==> src/rtl/types_amba_pkg.sv <==
// -----------------------------------------------------------------------------
// types_amba_pkg
// Shared AXI4 system-bus types used by the bus fabric and its buffers.
//   axi4_metadata_type   : address-channel payload (addr, len, size, burst, ...)
//   axi4_master_out_type : requests driven by a master (AW, W, AR + B/R ready)
//   axi4_master_in_type  : responses seen by a master (B, R + AW/W/AR ready)
//   axi4_slave_in_type   : same bundle as master_out, seen from the slave side
//   axi4_slave_out_type  : same bundle as master_in, driven by a slave
// -----------------------------------------------------------------------------
package types_amba_pkg;

  localparam int CFG_SYSBUS_ADDR_BITS  = 32;
  localparam int CFG_SYSBUS_DATA_BITS  = 64;
  localparam int CFG_SYSBUS_DATA_BYTES = 8;
  localparam int CFG_SYSBUS_ID_BITS    = 4;
  localparam int CFG_SYSBUS_USER_BITS  = 1;

  typedef struct packed {
    logic [CFG_SYSBUS_ADDR_BITS-1:0] addr;
    logic [7:0]                      len;
    logic [2:0]                      size;
    logic [1:0]                      burst;
    logic                            lock;
    logic [3:0]                      cache;
    logic [2:0]                      prot;
    logic [3:0]                      qos;
    logic [3:0]                      region;
  } axi4_metadata_type;

  typedef struct packed {
    logic                             aw_valid;
    axi4_metadata_type                aw_bits;
    logic [CFG_SYSBUS_ID_BITS-1:0]    aw_id;
    logic [CFG_SYSBUS_USER_BITS-1:0]  aw_user;
    logic                             w_valid;
    logic [CFG_SYSBUS_DATA_BITS-1:0]  w_data;
    logic                             w_last;
    logic [CFG_SYSBUS_DATA_BYTES-1:0] w_strb;
    logic [CFG_SYSBUS_USER_BITS-1:0]  w_user;
    logic                             b_ready;
    logic                             ar_valid;
    axi4_metadata_type                ar_bits;
    logic [CFG_SYSBUS_ID_BITS-1:0]    ar_id;
    logic [CFG_SYSBUS_USER_BITS-1:0]  ar_user;
    logic                             r_ready;
  } axi4_master_out_type;

  typedef struct packed {
    logic                            aw_ready;
    logic                            w_ready;
    logic                            b_valid;
    logic [1:0]                      b_resp;
    logic [CFG_SYSBUS_ID_BITS-1:0]   b_id;
    logic [CFG_SYSBUS_USER_BITS-1:0] b_user;
    logic                            ar_ready;
    logic                            r_valid;
    logic [1:0]                      r_resp;
    logic [CFG_SYSBUS_DATA_BITS-1:0] r_data;
    logic                            r_last;
    logic [CFG_SYSBUS_ID_BITS-1:0]   r_id;
    logic [CFG_SYSBUS_USER_BITS-1:0] r_user;
  } axi4_master_in_type;

  typedef axi4_master_out_type axi4_slave_in_type;
  typedef axi4_master_in_type  axi4_slave_out_type;

endpackage

==> src/rtl/axi4_sync_buffer.sv <==
// -----------------------------------------------------------------------------
// axi4_sync_buffer
// Same-clock AXI4 buffer between an upstream slave port and a downstream
// master port. Each of the five channels has its own FIFO (depth 0 = wire),
// and two outstanding-transaction limiters throttle AW and AR acceptance.
//
// Ports:
//   i_clk             single clock for both ports
//   i_rst             asynchronous active-high reset
//   i_xslvi/o_xslvo   upstream requests / responses (slave side)
//   o_xmsto/i_xmsti   downstream requests / responses (master side)
//   o_wr_outstanding  accepted AW minus completed B (registered)
//   o_rd_outstanding  accepted AR minus completed R-last (registered)
//
// Handshake: on every channel a beat transfers on a rising edge where valid
// and ready are both 1. valid never depends on ready of the same channel;
// buffered-channel ready depends only on the registered fill count, bypass
// ready follows the far-side ready combinationally. All valids and readies
// are forced to 0 while i_rst is high.
// -----------------------------------------------------------------------------
module axi4_sync_buffer
  import types_amba_pkg::*;
#(
  parameter int AW_DEPTH           = 2,
  parameter int W_DEPTH            = 4,
  parameter int B_DEPTH            = 2,
  parameter int AR_DEPTH           = 2,
  parameter int R_DEPTH            = 4,
  parameter int MAX_WR_OUTSTANDING = 8,
  parameter int MAX_RD_OUTSTANDING = 8
) (
  input  logic                i_clk,
  input  logic                i_rst,
  input  axi4_slave_in_type   i_xslvi,
  output axi4_slave_out_type  o_xslvo,
  output axi4_master_out_type o_xmsto,
  input  axi4_master_in_type  i_xmsti,
  output logic [7:0]          o_wr_outstanding,
  output logic [7:0]          o_rd_outstanding
);

  localparam int ID_W   = CFG_SYSBUS_ID_BITS;
  localparam int USER_W = CFG_SYSBUS_USER_BITS;
  localparam int DATA_W = CFG_SYSBUS_DATA_BITS;
  localparam int ADDR_PW = ID_W + $bits(axi4_metadata_type) + USER_W;
  localparam int W_PW    = DATA_W + CFG_SYSBUS_DATA_BYTES + 1 + USER_W;
  localparam int B_PW    = ID_W + 2 + USER_W;
  localparam int R_PW    = ID_W + DATA_W + 2 + 1 + USER_W;

  // Channel-side views: "in" faces the producer, "out" faces the consumer.
  logic              aw_in_valid, aw_in_ready, aw_out_valid, aw_out_ready;
  logic [ADDR_PW-1:0] aw_in_data, aw_out_data;
  logic              w_in_valid, w_in_ready, w_out_valid, w_out_ready;
  logic [W_PW-1:0]   w_in_data, w_out_data;
  logic              b_in_valid, b_in_ready, b_out_valid, b_out_ready;
  logic [B_PW-1:0]   b_in_data, b_out_data;
  logic              ar_in_valid, ar_in_ready, ar_out_valid, ar_out_ready;
  logic [ADDR_PW-1:0] ar_in_data, ar_out_data;
  logic              r_in_valid, r_in_ready, r_out_valid, r_out_ready;
  logic [R_PW-1:0]   r_in_data, r_out_data;

  // Limiter state
  logic [7:0] wr_cnt_q, wr_cnt_d;
  logic [7:0] rd_cnt_q, rd_cnt_d;
  logic       wr_full, rd_full;
  logic       aw_slv_ready, ar_slv_ready;
  logic       aw_hs, b_hs, ar_hs, r_last_hs;

  // ---------------------------------------------------------------------------
  // Limiters: when the limit is reached the AW/AR channel is cut on both
  // valid (no FIFO push) and ready (upstream sees a stall).
  // ---------------------------------------------------------------------------
  assign wr_full = (MAX_WR_OUTSTANDING != 0) && (wr_cnt_q == 8'(MAX_WR_OUTSTANDING));
  assign rd_full = (MAX_RD_OUTSTANDING != 0) && (rd_cnt_q == 8'(MAX_RD_OUTSTANDING));

  assign aw_slv_ready = aw_in_ready & ~wr_full;
  assign ar_slv_ready = ar_in_ready & ~rd_full;

  assign aw_hs     = i_xslvi.aw_valid & aw_slv_ready;
  assign b_hs      = b_out_valid & i_xslvi.b_ready;
  assign ar_hs     = i_xslvi.ar_valid & ar_slv_ready;
  // Only the final R beat of a burst retires a read.
  assign r_last_hs = r_out_valid & i_xslvi.r_ready & r_out_data[USER_W];

  // Saturating up/down step; a decrement at zero is ignored.
  function automatic logic [7:0] cnt_step(input logic [7:0] cnt,
                                          input logic       inc,
                                          input logic       dec);
    logic [7:0] res;
    res = cnt;
    if (inc && !dec && (cnt != 8'hFF)) begin
      res = cnt + 8'd1;
    end else if (dec && !inc && (cnt != 8'h00)) begin
      res = cnt - 8'd1;
    end
    return res;
  endfunction

  always_comb begin
    wr_cnt_d = cnt_step(wr_cnt_q, aw_hs, b_hs);
    rd_cnt_d = cnt_step(rd_cnt_q, ar_hs, r_last_hs);
  end

  always_ff @(posedge i_clk or posedge i_rst) begin
    if (i_rst) begin
      wr_cnt_q <= 8'd0;
      rd_cnt_q <= 8'd0;
    end else begin
      wr_cnt_q <= wr_cnt_d;
      rd_cnt_q <= rd_cnt_d;
    end
  end

  assign o_wr_outstanding = wr_cnt_q;
  assign o_rd_outstanding = rd_cnt_q;

  // ---------------------------------------------------------------------------
  // Channel inputs
  // ---------------------------------------------------------------------------
  assign aw_in_valid  = i_xslvi.aw_valid & ~wr_full;
  assign aw_in_data   = {i_xslvi.aw_id, i_xslvi.aw_bits, i_xslvi.aw_user};
  assign aw_out_ready = i_xmsti.aw_ready;

  assign w_in_valid   = i_xslvi.w_valid;
  assign w_in_data    = {i_xslvi.w_data, i_xslvi.w_strb, i_xslvi.w_last, i_xslvi.w_user};
  assign w_out_ready  = i_xmsti.w_ready;

  assign b_in_valid   = i_xmsti.b_valid;
  assign b_in_data    = {i_xmsti.b_id, i_xmsti.b_resp, i_xmsti.b_user};
  assign b_out_ready  = i_xslvi.b_ready;

  assign ar_in_valid  = i_xslvi.ar_valid & ~rd_full;
  assign ar_in_data   = {i_xslvi.ar_id, i_xslvi.ar_bits, i_xslvi.ar_user};
  assign ar_out_ready = i_xmsti.ar_ready;

  assign r_in_valid   = i_xmsti.r_valid;
  assign r_in_data    = {i_xmsti.r_id, i_xmsti.r_data, i_xmsti.r_resp,
                         i_xmsti.r_last, i_xmsti.r_user};
  assign r_out_ready  = i_xslvi.r_ready;

  // ---------------------------------------------------------------------------
  // Per-channel storage: FIFO or gated wire
  // ---------------------------------------------------------------------------
  if (AW_DEPTH == 0) begin : g_aw_bypass
    assign aw_out_valid = aw_in_valid & ~i_rst;
    assign aw_in_ready  = aw_out_ready & ~i_rst;
    assign aw_out_data  = aw_in_data;
  end else begin : g_aw_fifo
    axi4_sync_buffer_fifo #(.DEPTH(AW_DEPTH), .WIDTH(ADDR_PW)) u_fifo (
      .i_clk(i_clk), .i_rst(i_rst),
      .i_in_valid(aw_in_valid), .o_in_ready(aw_in_ready), .i_in_data(aw_in_data),
      .o_out_valid(aw_out_valid), .i_out_ready(aw_out_ready), .o_out_data(aw_out_data)
    );
  end

  if (W_DEPTH == 0) begin : g_w_bypass
    assign w_out_valid = w_in_valid & ~i_rst;
    assign w_in_ready  = w_out_ready & ~i_rst;
    assign w_out_data  = w_in_data;
  end else begin : g_w_fifo
    axi4_sync_buffer_fifo #(.DEPTH(W_DEPTH), .WIDTH(W_PW)) u_fifo (
      .i_clk(i_clk), .i_rst(i_rst),
      .i_in_valid(w_in_valid), .o_in_ready(w_in_ready), .i_in_data(w_in_data),
      .o_out_valid(w_out_valid), .i_out_ready(w_out_ready), .o_out_data(w_out_data)
    );
  end

  if (B_DEPTH == 0) begin : g_b_bypass
    assign b_out_valid = b_in_valid & ~i_rst;
    assign b_in_ready  = b_out_ready & ~i_rst;
    assign b_out_data  = b_in_data;
  end else begin : g_b_fifo
    axi4_sync_buffer_fifo #(.DEPTH(B_DEPTH), .WIDTH(B_PW)) u_fifo (
      .i_clk(i_clk), .i_rst(i_rst),
      .i_in_valid(b_in_valid), .o_in_ready(b_in_ready), .i_in_data(b_in_data),
      .o_out_valid(b_out_valid), .i_out_ready(b_out_ready), .o_out_data(b_out_data)
    );
  end

  if (AR_DEPTH == 0) begin : g_ar_bypass
    assign ar_out_valid = ar_in_valid & ~i_rst;
    assign ar_in_ready  = ar_out_ready & ~i_rst;
    assign ar_out_data  = ar_in_data;
  end else begin : g_ar_fifo
    axi4_sync_buffer_fifo #(.DEPTH(AR_DEPTH), .WIDTH(ADDR_PW)) u_fifo (
      .i_clk(i_clk), .i_rst(i_rst),
      .i_in_valid(ar_in_valid), .o_in_ready(ar_in_ready), .i_in_data(ar_in_data),
      .o_out_valid(ar_out_valid), .i_out_ready(ar_out_ready), .o_out_data(ar_out_data)
    );
  end

  if (R_DEPTH == 0) begin : g_r_bypass
    assign r_out_valid = r_in_valid & ~i_rst;
    assign r_in_ready  = r_out_ready & ~i_rst;
    assign r_out_data  = r_in_data;
  end else begin : g_r_fifo
    axi4_sync_buffer_fifo #(.DEPTH(R_DEPTH), .WIDTH(R_PW)) u_fifo (
      .i_clk(i_clk), .i_rst(i_rst),
      .i_in_valid(r_in_valid), .o_in_ready(r_in_ready), .i_in_data(r_in_data),
      .o_out_valid(r_out_valid), .i_out_ready(r_out_ready), .o_out_data(r_out_data)
    );
  end

  // ---------------------------------------------------------------------------
  // Output bundles
  // ---------------------------------------------------------------------------
  always_comb begin
    o_xmsto = '0;
    o_xmsto.aw_valid = aw_out_valid;
    {o_xmsto.aw_id, o_xmsto.aw_bits, o_xmsto.aw_user} = aw_out_data;
    o_xmsto.w_valid  = w_out_valid;
    {o_xmsto.w_data, o_xmsto.w_strb, o_xmsto.w_last, o_xmsto.w_user} = w_out_data;
    o_xmsto.b_ready  = b_in_ready;
    o_xmsto.ar_valid = ar_out_valid;
    {o_xmsto.ar_id, o_xmsto.ar_bits, o_xmsto.ar_user} = ar_out_data;
    o_xmsto.r_ready  = r_in_ready;
  end

  always_comb begin
    o_xslvo = '0;
    o_xslvo.aw_ready = aw_slv_ready;
    o_xslvo.w_ready  = w_in_ready;
    o_xslvo.b_valid  = b_out_valid;
    {o_xslvo.b_id, o_xslvo.b_resp, o_xslvo.b_user} = b_out_data;
    o_xslvo.ar_ready = ar_slv_ready;
    o_xslvo.r_valid  = r_out_valid;
    {o_xslvo.r_id, o_xslvo.r_data, o_xslvo.r_resp, o_xslvo.r_last, o_xslvo.r_user} = r_out_data;
  end

endmodule

// -----------------------------------------------------------------------------
// axi4_sync_buffer_fifo
// Circular-buffer FIFO for one channel. DEPTH is a power of two (2..16).
//   i_in_valid/o_in_ready/i_in_data     producer side
//   o_out_valid/i_out_ready/o_out_data  consumer side
// Ready looks only at the registered count, so a full FIFO refuses a push
// even in a cycle where it pops.
// -----------------------------------------------------------------------------
module axi4_sync_buffer_fifo #(
  parameter int DEPTH = 2,
  parameter int WIDTH = 8
) (
  input  logic             i_clk,
  input  logic             i_rst,
  input  logic             i_in_valid,
  output logic             o_in_ready,
  input  logic [WIDTH-1:0] i_in_data,
  output logic             o_out_valid,
  input  logic             i_out_ready,
  output logic [WIDTH-1:0] o_out_data
);

  localparam int PW = (DEPTH > 1) ? $clog2(DEPTH) : 1;
  localparam logic [PW:0] FULL = (PW+1)'(DEPTH);

  logic [WIDTH-1:0] mem_q [DEPTH];
  logic [WIDTH-1:0] mem_d [DEPTH];
  logic [PW-1:0]    wr_ptr_q, wr_ptr_d;
  logic [PW-1:0]    rd_ptr_q, rd_ptr_d;
  logic [PW:0]      count_q, count_d;
  logic             push, pop;

  assign o_in_ready  = ~i_rst & (count_q != FULL);
  assign o_out_valid = ~i_rst & (count_q != '0);
  assign o_out_data  = mem_q[rd_ptr_q];

  assign push = i_in_valid & o_in_ready;
  assign pop  = o_out_valid & i_out_ready;

  always_comb begin
    mem_d    = mem_q;
    wr_ptr_d = wr_ptr_q;
    rd_ptr_d = rd_ptr_q;
    count_d  = count_q;
    if (push) begin
      mem_d[wr_ptr_q] = i_in_data;
      wr_ptr_d        = wr_ptr_q + 1'b1;
    end
    if (pop) begin
      rd_ptr_d = rd_ptr_q + 1'b1;
    end
    if (push && !pop) begin
      count_d = count_q + 1'b1;
    end else if (pop && !push) begin
      count_d = count_q - 1'b1;
    end
  end

  always_ff @(posedge i_clk or posedge i_rst) begin
    if (i_rst) begin
      wr_ptr_q <= '0;
      rd_ptr_q <= '0;
      count_q  <= '0;
    end else begin
      wr_ptr_q <= wr_ptr_d;
      rd_ptr_q <= rd_ptr_d;
      count_q  <= count_d;
    end
  end

  // Storage is not reset: an empty count already hides stale entries.
  always_ff @(posedge i_clk) begin
    mem_q <= mem_d;
  end

endmodule

==> config.mk <==
export PLATFORM = sky130hd
export DESIGN_NAME = axi4_sync_buffer
export DESIGN_NICKNAME = d
export VERILOG_FILES = /design/src/rtl/types_amba_pkg.sv /design/src/rtl/axi4_sync_buffer.sv
export SDC_FILE = /design/constraint.sdc
export NUM_CORES = 1
export LEC_CHECK = 0
export ABC_AREA = 1
export ABC_CLOCK_PERIOD_IN_PS = 5000
export BUFFER_PORTS_ARGS = -buffer_cell sky130_fd_sc_hd__clkbuf_2
export CORE_ASPECT_RATIO = 2
export CORE_MARGIN = 2
export CORE_UTILIZATION = 56
export DETAILED_ROUTE_END_ITERATION = 7
export GPL_TIMING_DRIVEN = 0
export PLACE_DENSITY = 0.91
export SLEW_MARGIN = 10
export SYNTH_ARGS = -nofsm -noshare
export SYNTH_HDL_FRONTEND = slang
export SYNTH_SLANG_ARGS = --single-unit
==> constraint.sdc <==
create_clock -name i_clk -period 5 [get_ports i_clk]
set_input_delay 1 -clock i_clk [delete_from_list [all_inputs] [get_ports i_clk]]
set_output_delay 1 -clock i_clk [all_outputs]
set_load 0.02 [all_outputs]
==> metrics.csv <==
metric;value;unit
status;completed;
final setup margin;1.09;ns
Pwr Total;25600;uW
hold-fix buffers at CTS;0;
DR iter-0 viols;2599;
initial antenna violation count;22;
post-DR wirelength/cell;24.4;um
Synth Area in Compound Gates;7.69;%
post-synth top area share;75.3;%
Placeable Area;0.0609;mm2
Synth Area in Simple Gates;7.39;%
# rows;128;
Final setup viols;0;
largest area contributor in the netlist;edfxtp_1;
setup slack at placement;1.13;ns
Max Freq;256;MHz
Synth-to-Final Area Change;20.8;%
NumNets Final;3395;
final cell count without fillers;3914;
DRC Markers;0;
Post-CTS Setup Repair Bufs;0;
fin util;68.2;%
first-pass GRT wire length;137000;um
FF-to-FF path depth;13;
gr usage total;29.4;%
Critical Path RT;4.00;ns
layout cells sized above 1;28.6;%
number of synthesized register bits;904;
routed wire length;95400;um
Post-Syn Nets;2682;
Worst Clk Skew;0.0302;ns
Worst-path clk slew;0.07;ns
Yosys Warn Count;0;
total gr overflow;0;
CP arrival;2.91;ns
FILL cells;3748;
Seq/Total Area, Yosys;78.3;%
die span in y;354;um
PortBufs;607;
Worst Hold Path Cells;1;
Sinks on Clock Net;904;
pwr/cell area;617;mW/mm2
post-layout instance area;0.0415;mm2
H-tree Lvls;3;
top cells by area, synth;edfxtp_1 75%, o21ai_0 4.3%, nor2_1 3.5%, nand2_1 3.1%, dfrtp_1 3.1%;
Final Max Tran Viols;0;
Clock Path Buffers;3;
RSZ-0062 raised after global routing;false;
Post-synth top cells;862 x edfxtp_1, 322 x nor2_1, 297 x o21ai_0;
number of global-route vias before repair;23114;
max-cap violation count;0;
Detailed Routing Iterations Pass 1;7;
Worst setup SP type;flip-flop;
fin crit period;3.91;ns
total number of vias;23075;
CTS tree;yes;
Inserted Clock Buffers;73;
CP Class;reg2out;
Placement Cell Area;0.0392;mm2
top-count cell post-synth;edfxtp_1;
post-DP HPWL;64900;um
Placer Congestion;0.866;
die area;0.0635;mm2
Max Fanout on Critical Path;10;
IO Pins;608;
Worst VDD drop;0.500;mV
Post-Synth Adder-Cell Area;1.18;%
asr flop ratio synth;4.65;%
Die W;179;um
Tightest Pin Transition;1.02;ns
Synth Flop Type;edfxtp_1;
register area;0.0269;mm2
mux contribution to synthesized area;2.19;%
pin count of the biggest net entering global routing;31;
min-delay worst type;reg2reg;
Via density;5.90;
placed insts;3773;
Synth Area in XOR/XNOR;0.840;%
Final Hold Viols;0;
EDFF count, synth;862;
Multi-input gate area;0.00673;mm2
largest family of logic cells by synthesized area;compound AO/OA/AOI/OAI gates;
PostCTS Resize Cnt;0;
Slew HR;32.3;%
worst skew pair latency;0.63;ns
mean post-synth cell area;14.6;um2
Lkg Pwr;0.0155;uW
Antenna Nets Post-Route;0;
Gate Count Post-Synth;2355;
clock root cell;clkbuf_16;
Crit. End Element;primary output;
period utilisation layout;78.2;%
Synth Cell Area;0.0344;mm2
Initial Util;56.5;%
Unique masters post-synth;36;
[worst paths after layout]
kind                                                  start                           to  slack [ns]
worst max-delay path            g_r_fifo.u_fifo.rd_ptr_q[0]                  o_xslvo[52]        1.09
min in group asynchronous                             i_rst    g_aw_fifo.u_fifo.rd_ptr_q        0.55
max in group asynchronous                             i_rst  g_w_fifo.u_fifo.rd_ptr_q[0]        3.87
worst max register to register          o_wr_outstanding[0]          o_wr_outstanding[7]        2.13
worst min-delay path            g_ar_fifo.u_fifo.count_q[0]  g_ar_fifo.u_fifo.count_q[0]        0.48
worst min register to register  g_ar_fifo.u_fifo.count_q[0]  g_ar_fifo.u_fifo.count_q[0]        0.48
[worst max-delay path: stages, from the launching register on]
cell	delay, ns
dfrtp_1	0.35
buf_6	0.16
clkbuf_1	0.43
clkbuf_1	0.66
nor2_1	0.11
o22ai_1	0.28
clkbuf_2	0.28
[through the flow]
step	hold slack, ns	TNS, ns
CTS	0.484	0
finish	0.483	0
floorplan	0.437	-34.56
global route	0.495	0
global placement	0.451	-1947.95
detailed placement	0.471	0
[cell families (layout without fill, tap and decap cells)]
group | Yosys count | count (layout)
DFF | 904 | 904
muxes | 67 | 67
xor gates and xnor gates | 33 | 33
and+or+nand+nor | 645 | 645
AOI/OAI and AO/OA | 483 | 483
buffers and inverters | 193 | 957
adders and majority gates | 30 | 30
other | 0 | 15
[power breakdown]
part           switching [uW]  internal (uW)  leakage, uW
sequential                385           9320      0.00833
clock                    2630           3000      0.00110
combinational            7340           2950      0.00605
total                   10400          15300       0.0155
[metal layers]
| metal | vias up | wire length (um) | part of all wire (%) | global-route usage, % |
|---|---|---|---|---|
| met1 | 11133 | 29800 | 31 | 31.6 |
| met2 | 1600 | 49400 | 52 | 51.8 |
| met5 | - | 126 | 0.13 | 0 |
| met4 | 18 | 4630 | 4.8 | 14.5 |
| li1 | 10047 | - | - | - |
| met3 | 277 | 11400 | 12 | 8.85 |
[placed cells by master (no fill, tap or decap), types with 11 or more instances in the layout]
master,instances
buf_16,11
o21ai_0,297
diode_2,15
xor2_1,24
nand3_1,15
a21oi_1,18
nor2_4,14
buf_12,21
clkinv_1,13
dfrtp_1,42
nand2_1,281
edfxtp_1,862
ha_1,26
o22ai_1,145
mux2_2,67
inv_1,53
buf_2,20
clkbuf_16,73
clkbuf_1,98
clkbuf_2,607
nor2_1,310
[final cells by class]
class / instances / share of cell area, %
diodes: 15 / 0.0904
plain buffers: 129 / 1.39
clock buffers: 84 / 4.52
clock inverters: 42 / 1.01
inverters: 64 / 0.578
multi-input cells: 1258 / 16.2
flip-flops and latches: 904 / 64.9
well taps: 780 / 2.35
repair buffers: 638 / 9.01
[registers in the layout, indices dropped and copies added, names as in the netlist, 2 cells and up]
register	count
g_aw_fifo.u_fifo.mem_q	132
g_r_fifo.u_fifo.wr_ptr_q	2
g_w_fifo.u_fifo.mem_q	296
g_aw_fifo.u_fifo.count_q	2
g_r_fifo.u_fifo.mem_q	288
o_rd_outstanding	8
g_b_fifo.u_fifo.count_q	2
g_w_fifo.u_fifo.count_q	3
g_w_fifo.u_fifo.wr_ptr_q	2
g_r_fifo.u_fifo.count_q	3
g_b_fifo.u_fifo.mem_q	14
g_r_fifo.u_fifo.rd_ptr_q	2
o_wr_outstanding	8
g_w_fifo.u_fifo.rd_ptr_q	2
g_ar_fifo.u_fifo.count_q	2
g_ar_fifo.u_fifo.mem_q	132
Power figures use the tool's default switching activity.
